[src/rtl/aes_inv_shift_rows_serial.sv]
// Byte-serial AES (Inv)ShiftRows stage: a two-bank ping-pong store written in arrival
// order and read back in permuted order, one byte per cycle on each side.
module aes_inv_shift_rows_serial #(
  parameter int unsigned INVERSE = 1
) (
  input  logic       clk,
  input  logic       rst_n,
  input  logic [7:0] in_data,
  input  logic       in_valid,
  input  logic       in_last,
  output logic       in_ready,
  output logic [7:0] out_data,
  output logic       out_valid,
  input  logic       out_ready,
  output logic       out_last,
  output logic       frame_err
);

  // Output position -> stored byte index. Byte k is row k%4, column k/4.
  function automatic logic [3:0] perm(input logic [3:0] idx);
    logic [3:0] p;
    p = 4'd0;
    if (INVERSE != 0) begin
      case (idx)
        4'd0:  p = 4'd0;   4'd1:  p = 4'd13;  4'd2:  p = 4'd10;  4'd3:  p = 4'd7;
        4'd4:  p = 4'd4;   4'd5:  p = 4'd1;   4'd6:  p = 4'd14;  4'd7:  p = 4'd11;
        4'd8:  p = 4'd8;   4'd9:  p = 4'd5;   4'd10: p = 4'd2;   4'd11: p = 4'd15;
        4'd12: p = 4'd12;  4'd13: p = 4'd9;   4'd14: p = 4'd6;   default: p = 4'd3;
      endcase
    end else begin
      case (idx)
        4'd0:  p = 4'd0;   4'd1:  p = 4'd5;   4'd2:  p = 4'd10;  4'd3:  p = 4'd15;
        4'd4:  p = 4'd4;   4'd5:  p = 4'd9;   4'd6:  p = 4'd14;  4'd7:  p = 4'd3;
        4'd8:  p = 4'd8;   4'd9:  p = 4'd13;  4'd10: p = 4'd2;   4'd11: p = 4'd7;
        4'd12: p = 4'd12;  4'd13: p = 4'd1;   4'd14: p = 4'd6;   default: p = 4'd11;
      endcase
    end
    return p;
  endfunction

  // Bank b occupies entries 16*b .. 16*b+15.
  logic [7:0] mem_q [32];

  logic [1:0] full_q, full_d;
  logic       wr_sel_q, wr_sel_d;
  logic [3:0] wr_cnt_q, wr_cnt_d;
  logic       rd_sel_q, rd_sel_d;
  logic [3:0] rd_cnt_q, rd_cnt_d;
  logic       frame_err_q, frame_err_d;

  logic       wr_fire;
  logic       rd_fire;
  logic [3:0] rd_idx;

  always_comb begin
    in_ready  = rst_n && !full_q[wr_sel_q];
    out_valid = full_q[rd_sel_q];
    wr_fire   = in_valid && in_ready;
    rd_fire   = out_valid && out_ready;
    rd_idx    = perm(rd_cnt_q);
    out_data  = out_valid ? mem_q[{rd_sel_q, rd_idx}] : 8'h00;
    out_last  = out_valid && (rd_cnt_q == 4'd15);
    frame_err = frame_err_q;
  end

  // A bank fills while wr_sel points at it, drains while rd_sel points at it; the two
  // flag updates below never target the same bank in one cycle.
  always_comb begin
    full_d      = full_q;
    wr_sel_d    = wr_sel_q;
    wr_cnt_d    = wr_cnt_q;
    rd_sel_d    = rd_sel_q;
    rd_cnt_d    = rd_cnt_q;
    frame_err_d = 1'b0;
    if (wr_fire) begin
      wr_cnt_d    = wr_cnt_q + 4'd1;
      frame_err_d = (in_last != (wr_cnt_q == 4'd15));
      if (wr_cnt_q == 4'd15) begin
        full_d[wr_sel_q] = 1'b1;
        wr_sel_d         = !wr_sel_q;
      end
    end
    if (rd_fire) begin
      rd_cnt_d = rd_cnt_q + 4'd1;
      if (rd_cnt_q == 4'd15) begin
        full_d[rd_sel_q] = 1'b0;
        rd_sel_d         = !rd_sel_q;
      end
    end
  end

  always_ff @(posedge clk) begin
    if (!rst_n) begin
      full_q      <= 2'b00;
      wr_sel_q    <= 1'b0;
      wr_cnt_q    <= 4'd0;
      rd_sel_q    <= 1'b0;
      rd_cnt_q    <= 4'd0;
      frame_err_q <= 1'b0;
    end else begin
      full_q      <= full_d;
      wr_sel_q    <= wr_sel_d;
      wr_cnt_q    <= wr_cnt_d;
      rd_sel_q    <= rd_sel_d;
      rd_cnt_q    <= rd_cnt_d;
      frame_err_q <= frame_err_d;
    end
  end

  // Contents need no reset: the full flags alone decide what is ever read out.
  always_ff @(posedge clk) begin
    if (wr_fire) begin
      mem_q[{wr_sel_q, wr_cnt_q}] <= in_data;
    end
  end

endmodule
[config.mk]
export PLATFORM = sky130hd
export DESIGN_NAME = aes_inv_shift_rows_serial
export DESIGN_NICKNAME = d
export VERILOG_FILES = /design/src/rtl/aes_inv_shift_rows_serial.sv
export SDC_FILE = /design/constraint.sdc
export NUM_CORES = 1
export LEC_CHECK = 0
export BUFFER_PORTS_ARGS = -buffer_cell sky130_fd_sc_hd__buf_2
export CAP_MARGIN = 20
export CORE_MARGIN = 3
export CORE_UTILIZATION = 40
export DETAILED_ROUTE_END_ITERATION = 7
export PLACE_DENSITY = 0.63
export SLEW_MARGIN = 5
export SYNTH_ARGS = -nofsm -noshare
export SYNTH_HDL_FRONTEND = slang
export SYNTH_SLANG_ARGS = --single-unit
export TNS_END_PERCENT = 30
[constraint.sdc]
create_clock -name clk -period 3.4 [get_ports clk]
set_input_delay 0.34 -clock clk [delete_from_list [all_inputs] [get_ports clk]]
set_output_delay 0.34 -clock clk [all_outputs]
set_load 0.1 [all_outputs]
# After elaboration in Yosys (flattened, before gate mapping)
# Memory sizes are Yosys's and may differ from the RTL's. A register that Yosys moved wholly into a read port is not among the register bits.
# Cells that the tools add are included.
# word_totals
register_bits	13
latchBits	0
ram_bits	256
rom_bits	64
word_cells	49
mem_count	2
# mem_list
name	depth	word_bits	read_ports	rd_ports_with_merged_regs	wr	line_no	text
mem_q	32	8	1	0	1	42	logic [7:0] mem_q [32];
(no name shown)	16	4	1	1	0	24	case (idx)
# classes
add_sub_neg	2
multipliers	0
div	0
magnitude_cmp	4
eq_ne	3
shifts	0
muxes	17
bitwise	3
reduce_logical	12
# op_table
cell	n
4-bit by 1-bit adder with 4-bit output, second input constant	2
4-bit equality test, second input constant	2
1-bit 2-to-1 mux	8
2-bit 2-to-1 mux	4
4-bit 2-to-1 mux	2
8-bit 2-to-1 mux	1
1-bit logical AND	6
2-bit AND reduction	3
1-bit by 2-bit < comparator with 1-bit output, second input constant	2
1-bit logical NOT	3
2-bit AND	1
1-bit demux with 1-bit select	2
1-bit greater-or-equal comparator, second input constant	2
2-bit inverter	1
2-bit bitwise OR	1
1-bit != test	1

# Depth between registers and ports, before layout
# depth
word_depth	10
ltp_mapped	7

# Worst setup path before layout
# Ideal clock, no wire load.
# synth_timing
path_type	register to output
startpoint	register, netlist name rd_idx[1]
endpoint	output out_data[6]
t_arrival_ps	2784
required_time_ps	3060
path_slack_ps	276
path_stages_with_launch	7
path_buffers	2
path_cell_list	dfxtp_1 -> buf_6 -> buf_6 -> mux4_2 -> mux2i_1 -> a221o_2 -> a21oi_1
# synth_via
elab_chain_cells	2
# synth_rtl
item	line_no	text
memory 32 x 8 bit	n/a	
8-bit 2-to-1 mux	61	out_data = out_valid ? mem_q[{rd_sel_q, rd_idx}] : 8'h00;
end: declaration	12	output logic [7:0] out_data,
# No other way between the ends.

# Worst setup path after layout
# layout_timing
startpoint	register, netlist name rd_idx[1]
endpoint	output out_data[2]
# layout_via
elab_chain_cells	2
# layout_rtl
item	line_no
memory 32 x 8 bit	n/a
8-bit 2-to-1 mux	61
# No other way between the ends.

==> flow_summary.rst <==
.. list-table::
   :header-rows: 1

   * - Metric
     - Value
   * - Run status
     - finished, final reports clean
   * - Violation count after the first detailed-route iteration
     - 492
   * - Most numerous cell types in the synthesized netlist
     - edfxtp_1 (256), mux4_2 (46), nor2_1 (44), mux2i_1 (35), dfxtp_1 (17)
   * - Sequential-to-total area share from yosys stat
     - 74.0%
   * - TritonCTS buffer count
     - 28
   * - Setup violation total in the final timing report
     - 0
   * - Clock period minus worst slack
     - 3.12 ns
   * - Largest vdd supply drop
     - between 0.3 and 0.4 mV
   * - GR Util All Layers
     - 15.4%
   * - Row cnt
     - 59
   * - Data arrival time at the worst-slack endpoint
     - 2.78 ns
   * - Mean instance size in the synthesized netlist
     - 20.0 um2
   * - Vertical die dimension
     - 171 um
   * - Via count of the first global-routing pass
     - about 5,500
   * - Share of the clock period used by the worst path
     - 91.8%
   * - Number of library cell types mapped by synthesis
     - 46
   * - Number of input and output port buffers inserted
     - 24
   * - Flip-flop and latch count after synthesis
     - around 270
   * - Final Hold Viols
     - 0
   * - Post-detailed-placement half-perimeter wirelength
     - about 14 mm
   * - Fillcell total
     - 2,149
   * - Post-Syn Area
     - about 11,000 um2
   * - Total Power Consumption
     - 0.00683 W
   * - Final cell area excluding filler cells
     - 12,400 um2
   * - Signed area change from the synthesized netlist to the final layout
     - 13.8%
   * - Setup total negative slack
     - 0 ns
   * - Power Density
     - approximately 550 nW/um2
   * - Number of H-tree levels
     - 1
   * - Clock tree from TritonCTS
     - done
   * - Post-Synthesis Net Count
     - 562
   * - Most instantiated flip-flop cell in the synthesis netlist
     - edfxtp_1
   * - Proportion of synthesized flip-flops having asynchronous set or reset
     - 0%
   * - Die Footprint
     - 29,200 um2
   * - Placement Cell Area
     - 11,400 um2
   * - Overflow left after global routing
     - 0
   * - Clock skew
     - 0.0139 ns
   * - Max frequency
     - about 320 MHz
   * - Library cell with the largest summed area after synthesis
     - edfxtp_1
   * - Last weighted congestion value of the routability-driven placer
     - slightly above 0.8
   * - Number of synthesis warnings
     - 0
   * - Cell types occupying the most area after synthesis
     - edfxtp_1 (71%), mux4_2 (9.5%), mux2i_1 (3.2%)
   * - # diodes
     - 0
   * - Final layout net count
     - 602
   * - Number of cells traversed by the worst hold path
     - 2
   * - Later-pin clock latency in the skew report
     - 0.53 ns
   * - Worst-case headroom to the max-slew limit
     - 36.6%
   * - Width of the die
     - 171 um
   * - # DRC
     - 0
   * - Hold buffer count at cts
     - 0
   * - Type of origin of the critical path
     - register
   * - FF-to-FF path depth
     - 4
   * - Clock-pin slew on the worst setup and hold paths
     - ~0.06 ns
   * - CTS sink cnt
     - 273
   * - Antenna violations before repair
     - 0
   * - Detail-routed net length per standard cell
     - 23.6 um
   * - Effective utilization at floorplan
     - 41.2%
   * - Kind of end point of the critical path
     - primary output
   * - Wire length of the first global-routing pass
     - between 30 and 40 mm
   * - Fraction of final layout cells with drive strength greater than 1
     - between 20% and 30%
   * - Worst endpoint required time
     - 3.06 ns
   * - Number of max-cap violations
     - 0
   * - Setup repair after global routing missed its margin
     - no
   * - Post-detailed-routing wire length
     - 22.2 mm
   * - Number of buffers inserted by post-CTS setup repair
     - 0
   * - Number of max-slew violations in the final report
     - 0
   * - Leakage power total
     - 3.86 nW
   * - Largest net degree at the start of global routing
     - 65
   * - Largest driver fanout on the critical path
     - 32
   * - Min-Delay Startpoint
     - rst_n
   * - Placeable Area
     - 26,400 um2
   * - Critical path launch point
     - rd_idx[1]
   * - I/O pin total
     - 25
   * - Transition time at the pin with the least slew margin
     - ~0.95 ns
   * - Antenna violation net count after detailed routing
     - 0
   * - Gate Count Post-Synth
     - 544
   * - Post-CTS resize count
     - 0
   * - Number of flops mapped to enable cells by yosys
     - 256
   * - Most repeated cell in the gate-level netlist after synthesis
     - edfxtp_1
   * - Total vias in the final route
     - 5,264
   * - Average via count per standard cell
     - 5.60
   * - Classification of the worst setup path
     - reg2out
   * - Maximum buffer depth of the clock tree
     - 3
   * - First drt pass iteration count
     - 5
   * - Top cell type's share of synthesized area
     - 70.8%
   * - Clock Root Buffer
     - clkbuf_16
   * - Class of the worst hold path
     - in2reg
   * - FF-to-FF Start
     - wr_sel_q
[per-stage QoR]
stage	hold WS, ns	instances	setup slack [ns]	util, %
floorplan	0.439	544	0.276	-
global placement	0.514	888	0.800	43.4
detailed placement	0.529	888	0.638	43.4
CTS	0.123	939	0.225	46.8
global route	0.133	940	0.151	46.9
finish	0.145	940	0.278	46.9
[cells by family (layout without fill, tap and decap cells)]
family / after synthesis / count (layout) / synth area share, %
mux: 92 / 92 / 15.3
buf+inv: 31 / 92 / 2.01
flops: 273 / 273 / 74.0
compound gates: 47 / 47 / 3.38
simple gates: 86 / 86 / 3.84
fa+ha+maj: 5 / 5 / 0.576
xor+xnor: 10 / 10 / 0.934
[report_power, final]
group | leakage, nW | internal (W) | total, W | switching (W)
sequential | 2.44 | 0.00368 | 0.00369 | 0.00000413
clock | 0.456 | 0.00185 | 0.00304 | 0.00119
combinational | 0.964 | 0.0000177 | 0.000102 | 0.0000844
[critical path, cell delays in order (launching register included)]
cell     delay, ns
dfxtp_4       0.56
buf_12        0.29
mux4_2        0.56
mux2i_1       0.24
a221o_1       0.28
a21oi_1       0.10
buf_12        0.20
[routing by layer]
layer	wire length [um]	track usage [%]	vias up
li1	-	-	2312
met1	9650	21.0	2786
met2	11100	26.0	131
met3	906	2.59	35
met4	526	3.95	0
met5	0	0	-
[placed cells by master (no fill, tap or decap), types with 2 or more instances in the layout]
cell,synthesis,final
a21oi_1,11,11
a221o_1,4,4
a221o_2,4,4
a221oi_1,14,14
and2_1,8,8
and3_1,2,2
buf_12,0,10
buf_2,8,16
buf_4,4,9
bufinv_16,0,4
clkbuf_1,1,7
clkbuf_16,0,29
clkinv_1,2,6
clkinv_2,0,7
dfxtp_1,17,15
edfxtp_1,256,256
ha_1,5,5
inv_1,2,2
inv_2,2,2
mux2i_1,35,35
mux4_1,10,10
mux4_2,46,46
nand2_1,12,12
nand2b_1,2,2
nand3_1,2,2
nand3b_1,2,2
nand4_1,3,3
nor2_1,44,44
nor2b_1,2,2
o2111ai_1,2,2
o21ai_0,8,8
o221a_2,2,2
or3b_2,2,2
xnor2_1,4,4
xor2_1,5,5
[flip-flops by register name, summed over array words and instances, names as in the netlist]
signal     cells
rd_sel_q       1
wr_cnt_q       4
rd_cnt_q       4
frame_err      1
mem_q        256
full_q         2
wr_sel_q       1
rd_idx         4
[final cells by class]
type / instances / area, um2 / share of cell area, %
flip-flops and latches: 273 / 8030 / 65.0
repair buffers: 35 / 348 / 2.82
well taps: 335 / 419 / 3.39
inverters: 6 / 22.5 / 0.182
clock inverters: 15 / 170 / 1.38
clock buffers: 36 / 752 / 6.09
multi-input cells: 240 / 2610 / 21.1
[final timing paths]
path                            slack, ns      endpoint
worst min register to register       0.54   rd_cnt_q[1]
worst max register to register       0.60  mem_q[18][0]
worst min-delay path                 0.15     full_q[1]
worst max-delay path                 0.28   out_data[2]
Note: power is estimated with default switching activity, not from simulation.
